[config.mk]
export PLATFORM = sky130hd
export DESIGN_NAME = alu_seq_ctrl
export DESIGN_NICKNAME = d
export VERILOG_FILES = /design/src/rtl/alu_seq_ctrl.sv
export SDC_FILE = /design/constraint.sdc
export NUM_CORES = 1
export LEC_CHECK = 0
export CAP_MARGIN = 25
export CORE_ASPECT_RATIO = 1.4
export CORE_MARGIN = 2
export CORE_UTILIZATION = 45
export CTS_CLUSTER_SIZE = 40
export DETAILED_ROUTE_END_ITERATION = 7
export HOLD_SLACK_MARGIN = 0.03
export PLACE_DENSITY = 0.83
export SLEW_MARGIN = 5
export SYNTH_ARGS = -nofsm -noshare
export SYNTH_HDL_FRONTEND = slang
export SYNTH_SLANG_ARGS = --single-unit
[constraint.sdc]
create_clock -name clk -period 4.2 [get_ports clk]
set_clock_uncertainty 0.2 [all_clocks]
set_input_delay 0.63 -clock clk [delete_from_list [all_inputs] [get_ports clk]]
set_output_delay 0.63 -clock clk [all_outputs]
set_load 0.01 [all_outputs]
[src/rtl/alu_seq_ctrl.sv]
// rtl/alu_seq_ctrl.sv - multi-cycle ALU op sequencer and ready generator (optional macro SEQ_STALL_CNT_EN adds stall_cycles)
module alu_seq_ctrl #(
  parameter int         W       = 16,
  parameter logic [4:0] OP_MUL  = 5'd10,
  parameter logic [4:0] OP_DIV  = 5'd11,
  parameter logic [4:0] OP_MOD  = 5'd12,
  parameter logic [4:0] OP_POW  = 5'd13,
  parameter logic [4:0] OP_RAD  = 5'd14,
  parameter int         LAT_MUL = 4,
  parameter int         LAT_DIV = 16,
  parameter int         LAT_POW = 8,
  parameter int         LAT_RAD = 8
) (
  input  logic         clk,
  input  logic         rst,
  input  logic [4:0]   opsel,
  input  logic [W-1:0] operand_b,
  input  logic         mem_wait,
  output logic         start,
  output logic [4:0]   unit_op,
  output logic         busy,
  output logic         ready,
  output logic         div0
`ifdef SEQ_STALL_CNT_EN
  ,
  output logic [31:0]  stall_cycles
`endif
);

  localparam int MAX_MD  = (LAT_MUL > LAT_DIV) ? LAT_MUL : LAT_DIV;
  localparam int MAX_PR  = (LAT_POW > LAT_RAD) ? LAT_POW : LAT_RAD;
  localparam int MAX_LAT = (MAX_MD > MAX_PR) ? MAX_MD : MAX_PR;
  localparam int CW      = $clog2(MAX_LAT) + 1;

  localparam logic [1:0] S_IDLE = 2'd0;
  localparam logic [1:0] S_BUSY = 2'd1;
  localparam logic [1:0] S_DONE = 2'd2;

  logic [1:0]    state, state_nxt;
  logic [CW-1:0] cnt, cnt_nxt;
  logic [4:0]    unit_op_nxt;
  logic          div0_lat, div0_lat_nxt;
  logic          is_multi, is_divmod, div_zero;
  logic [CW-1:0] lat_sel;

  // Decode the incoming op: multi-cycle membership, its latency, and divide-by-zero
  always_comb begin
    is_divmod = (opsel == OP_DIV) || (opsel == OP_MOD);
    is_multi  = (opsel == OP_MUL) || is_divmod || (opsel == OP_POW) || (opsel == OP_RAD);
    div_zero  = is_divmod && (operand_b == '0);
    lat_sel   = CW'(LAT_MUL);
    if (is_divmod)              lat_sel = CW'(LAT_DIV);
    else if (opsel == OP_POW)   lat_sel = CW'(LAT_POW);
    else if (opsel == OP_RAD)   lat_sel = CW'(LAT_RAD);
  end

  // Next-state logic and strobes; reset forces every strobe low, including the combinational ready
  always_comb begin
    state_nxt    = state;
    cnt_nxt      = cnt;
    unit_op_nxt  = unit_op;
    div0_lat_nxt = div0_lat;
    start        = 1'b0;
    busy         = 1'b0;
    ready        = 1'b0;
    case (state)
      S_IDLE: begin
        if (is_multi) begin
          unit_op_nxt = opsel;
          if (div_zero) begin
            div0_lat_nxt = 1'b1;
            state_nxt    = S_DONE;
          end else begin
            start     = 1'b1;
            cnt_nxt   = lat_sel - 1'b1;
            state_nxt = S_BUSY;
          end
        end else begin
          ready = ~mem_wait;
        end
      end
      S_BUSY: begin
        busy    = 1'b1;
        cnt_nxt = cnt - 1'b1;
        if (cnt == CW'(1)) state_nxt = S_DONE;
      end
      S_DONE: begin
        ready = ~mem_wait;
        if (!mem_wait) begin
          state_nxt    = S_IDLE;
          div0_lat_nxt = 1'b0;
        end
      end
      default: state_nxt = S_IDLE;
    endcase
    if (!rst) begin
      start = 1'b0;
      busy  = 1'b0;
      ready = 1'b0;
    end
  end

  assign div0 = div0_lat & ready;

  // Sequencer state, latency counter, op register and divide-by-zero latch
  always_ff @(posedge clk or negedge rst) begin
    if (!rst) begin
      state    <= S_IDLE;
      cnt      <= '0;
      unit_op  <= 5'd0;
      div0_lat <= 1'b0;
    end else begin
      state    <= state_nxt;
      cnt      <= cnt_nxt;
      unit_op  <= unit_op_nxt;
      div0_lat <= div0_lat_nxt;
    end
  end

`ifdef SEQ_STALL_CNT_EN
  // Saturating count of every cycle the instruction is held (ready low)
  always_ff @(posedge clk or negedge rst) begin
    if (!rst) begin
      stall_cycles <= 32'd0;
    end else if (!ready && (stall_cycles != 32'hFFFF_FFFF)) begin
      stall_cycles <= stall_cycles + 32'd1;
    end
  end
`endif

endmodule

==> results.cfg <==
[placed_design]
port-buffer-count = 32
gpl.final_weighted_congestion = 0.829
place.detailed.hpwl_mm = 1.59

[power]
leakagePower_uw = 0.000488
fin_total_pwr_uw = 557
worst_ir_drop_vdd_v = 0.000287
power_density_nw_per_um2 = 469

[setup_path]
crit_path_top_delay_cell = sky130_fd_sc_hd__clkdlybuf4s50_1
criticalPathCategory = in2out
cp_cell_sequence = clkdlybuf4s50_1 > or2_1 > nand3_1 > or3_1 > inv_1 > and3_1 > clkdlybuf4s50_1
worst_stage_delay_on_the_critical_path_ns = 0.61
critical_path.max_fanout = 7
startpoint_class = input port
worstSetupEndpointType = output port
crit_required_ns = 3.37
cp.arrival_ns = 2.71
path_common_cell = sky130_fd_sc_hd__clkdlybuf4s50_1

[clock_tree]
cts_htree_levels = 1
clk_pin_slew_ns = 0.07
clk_latency_ns = 0.29
cts_tree = yes
cts_repair_resize_count = 0
cts_hold_buffers = 0
clock_buffers_created_by_tritoncts = 3
cts_buffer_depth = 2
cts.repair_timing.setup_buffer_count = 0
ctsRootBufferMaster = sky130_fd_sc_hd__clkbuf_4
clkSinkCount = 13

[timing]
report.final.slew_viol_count = 0
finalSetupTns_ns = 0
slew_headroom = 0.665
max_fclk_mhz = 282
setup-violations-final = 0
timing.hold.ws_ns = 0.283
worst_pin_slew_ns = 0.500
timing.final.crit_share = 0.843
fin_crit_ns = 3.54
hold_viol = 0
rsz_0062_raised_after_global_routing = false

[global_route]
grt-ovfl-total = 0
grt_max_degree = 16
number_of_antenna_violations_at_the_first_check_in_global_routing = 0
grt_pass1_vias = 787
globalRouteTotalUtil = 0.230
grt_pass1_wl_mm = 3.31

[route]
drt-wirelength-per-cell_um = 14.3
vias_per_cell = 5.74
drcViolationCount = 0
drt_first_iter_violations = 14
drt.antenna.violating_nets = 0
router_iterations_before_antenna_repair = 4
postRouteWirelength_mm = 2.01
routed-via-count = 810

[floorplanning]
top_level_ports = 33
design.die.area_sq_um = 2180
die_x_um = 40.0
chipHeight_um = 54.4
initial_core_util = 0.471
design.core.area_sq_um = 1730
rows = 18

[final_layout]
final_nets = 149
n_antenna_cell = 0
layout-area-overhead-vs-synth_pct = 45.5
post_route_cells_drive_above_1_share = 0.0909

[synth]
syn_nets = 113
synth.largest_area_cell = sky130_fd_sc_hd__dfrtp_1
yosysTopAreaCellShare = 0.398
synth.lib_cells_used.distinct = 31
synth_cells = 86
synth.area.top_cells = sky130_fd_sc_hd__dfrtp_1 (40%), sky130_fd_sc_hd__a21oi_1 (6.1%), sky130_fd_sc_hd__ha_1 (4.6%)
yosysWarningCount = 0
ys_seq_area_frac = 0.398
synthesis.area_sq_um = 817
ys_ff_latch = 13
synth_area_per_cell_sq_um = 9.50

[worst_hold_path]
hold_path.class = reg2reg

[job]
timing.max_cap.violations = 0

[status]
outcome = completed
## final cells by class
cell class | instances | area [sq um]
sequential | 13 | 325
multi-input combinational | 65 | 462
inverter | 6 | 22.5
fill | 146 | 546
clock buffer | 4 | 26.3
timing repair buffer | 33 | 328
tap | 20 | 25.0
## per-stage QoR
stage          setup slack [ns]   util  instance area [sq um]  cells
3_5_place_dp              0.675  0.670                   1160    137
5_1_grt                   0.508  0.685                   1190    141
4_1_cts                   0.664  0.685                   1190    141
6_report                  0.659  0.685                   1190    141
2_1_floorplan              1.64      -                    817     86
3_3_place_gp              0.720  0.670                   1160    137
## worst paths after layout
path | slack (ns) | from | cells past startpoint | endpoint
worst min-delay path | 0.28 | unit_op[3] | 1 | unit_op[3]
worst min register to register | 0.28 | unit_op[3] | 1 | unit_op[3]
worst max register to register | 2.34 | state[0] | 4 | cnt[4]
worst max-delay path | 0.66 | opsel[1] | 7 | start
max in group asynchronous | 3.12 | rst | 2 | cnt[2]
min in group asynchronous | 0.51 | rst | 2 | cnt[1]
## synthesized netlist by cell type
library cell               number
sky130_fd_sc_hd__nand3_1        6
sky130_fd_sc_hd__nor2_1         5
sky130_fd_sc_hd__and3_1         2
sky130_fd_sc_hd__nand3b_1       1
sky130_fd_sc_hd__nor4b_1        2
sky130_fd_sc_hd__a21oi_1       10
sky130_fd_sc_hd__ha_1           3
sky130_fd_sc_hd__xnor2_1        1
sky130_fd_sc_hd__or2_1          1
sky130_fd_sc_hd__or3b_4         1
sky130_fd_sc_hd__a21oi_4        1
sky130_fd_sc_hd__nor3_1         1
sky130_fd_sc_hd__xor2_1         2
sky130_fd_sc_hd__and4_1         1
sky130_fd_sc_hd__or3_1          1
sky130_fd_sc_hd__nor2b_1        1
sky130_fd_sc_hd__mux2i_1        1
sky130_fd_sc_hd__nand2_1        4
sky130_fd_sc_hd__o31ai_1        2
sky130_fd_sc_hd__mux2_2         3
sky130_fd_sc_hd__clkbuf_1       2
sky130_fd_sc_hd__a311oi_4       1
sky130_fd_sc_hd__a21boi_0       1
sky130_fd_sc_hd__inv_1          6
sky130_fd_sc_hd__mux2_4         1
sky130_fd_sc_hd__nand2b_1       4
sky130_fd_sc_hd__nor4_1         4
sky130_fd_sc_hd__o21ai_0        2
sky130_fd_sc_hd__a31oi_1        1
sky130_fd_sc_hd__dfrtp_1       13
sky130_fd_sc_hd__and2_1         2
## worst max-delay path: cells and delay by family
kind                   cells  cell delay, ns
buffers and inverters      3            1.23
AND/OR/NAND/NOR            4            0.85
## report_power, final
| group | switching (uW) | internal (uW) |
|---|---|---|
| registers | 56.0 | 172 |
| logic | 116 | 132 |
| clock network | 44.1 | 37.0 |
| total | 216 | 341 |
## registers in the layout, summed over array words and instances, names as in the netlist
register  flops
cnt           5
unit_op       5
state         2
div0_lat      1
## cells by family after synthesis
kind of cell,share of synthesized area
AOI/OAI and AO/OA,0.161
xor gates and xnor gates,0.0322
adders and majority gates,0.0459
buffers and inverters,0.0368
DFF,0.398
muxes,0.0720
and+or+nand+nor,0.254
## layout by cell type (no fill, tap or decap), drive strengths merged, types with 2 or more instances in the layout
cell           netlist  final
clkdlybuf4s50        0     32
dfrtp               13     13
a21oi               11     11
nand3                6      6
inv                  6      6
nor2                 5      5
nand2                4      4
nand2b               4      4
nor4                 4      4
mux2                 4      4
clkbuf               2      4
ha                   3      3
xor2                 2      2
nor4b                2      2
and2                 2      2
and3                 2      2
o31ai                2      2
o21ai                2      2
## layer usage
| metal | vias up | share of wire | track usage |
|---|---|---|---|
| li1 | 378 | - | - |
| met1 | 390 | 0.36 | 0.226 |
| met2 | 35 | 0.55 | 0.425 |
| met3 | 7 | 0.056 | 0.0366 |
| met4 | 0 | 0.036 | 0.138 |
| met5 | - | 0 | 0 |
No activity file was read; power rests on OpenSTA's default activity.
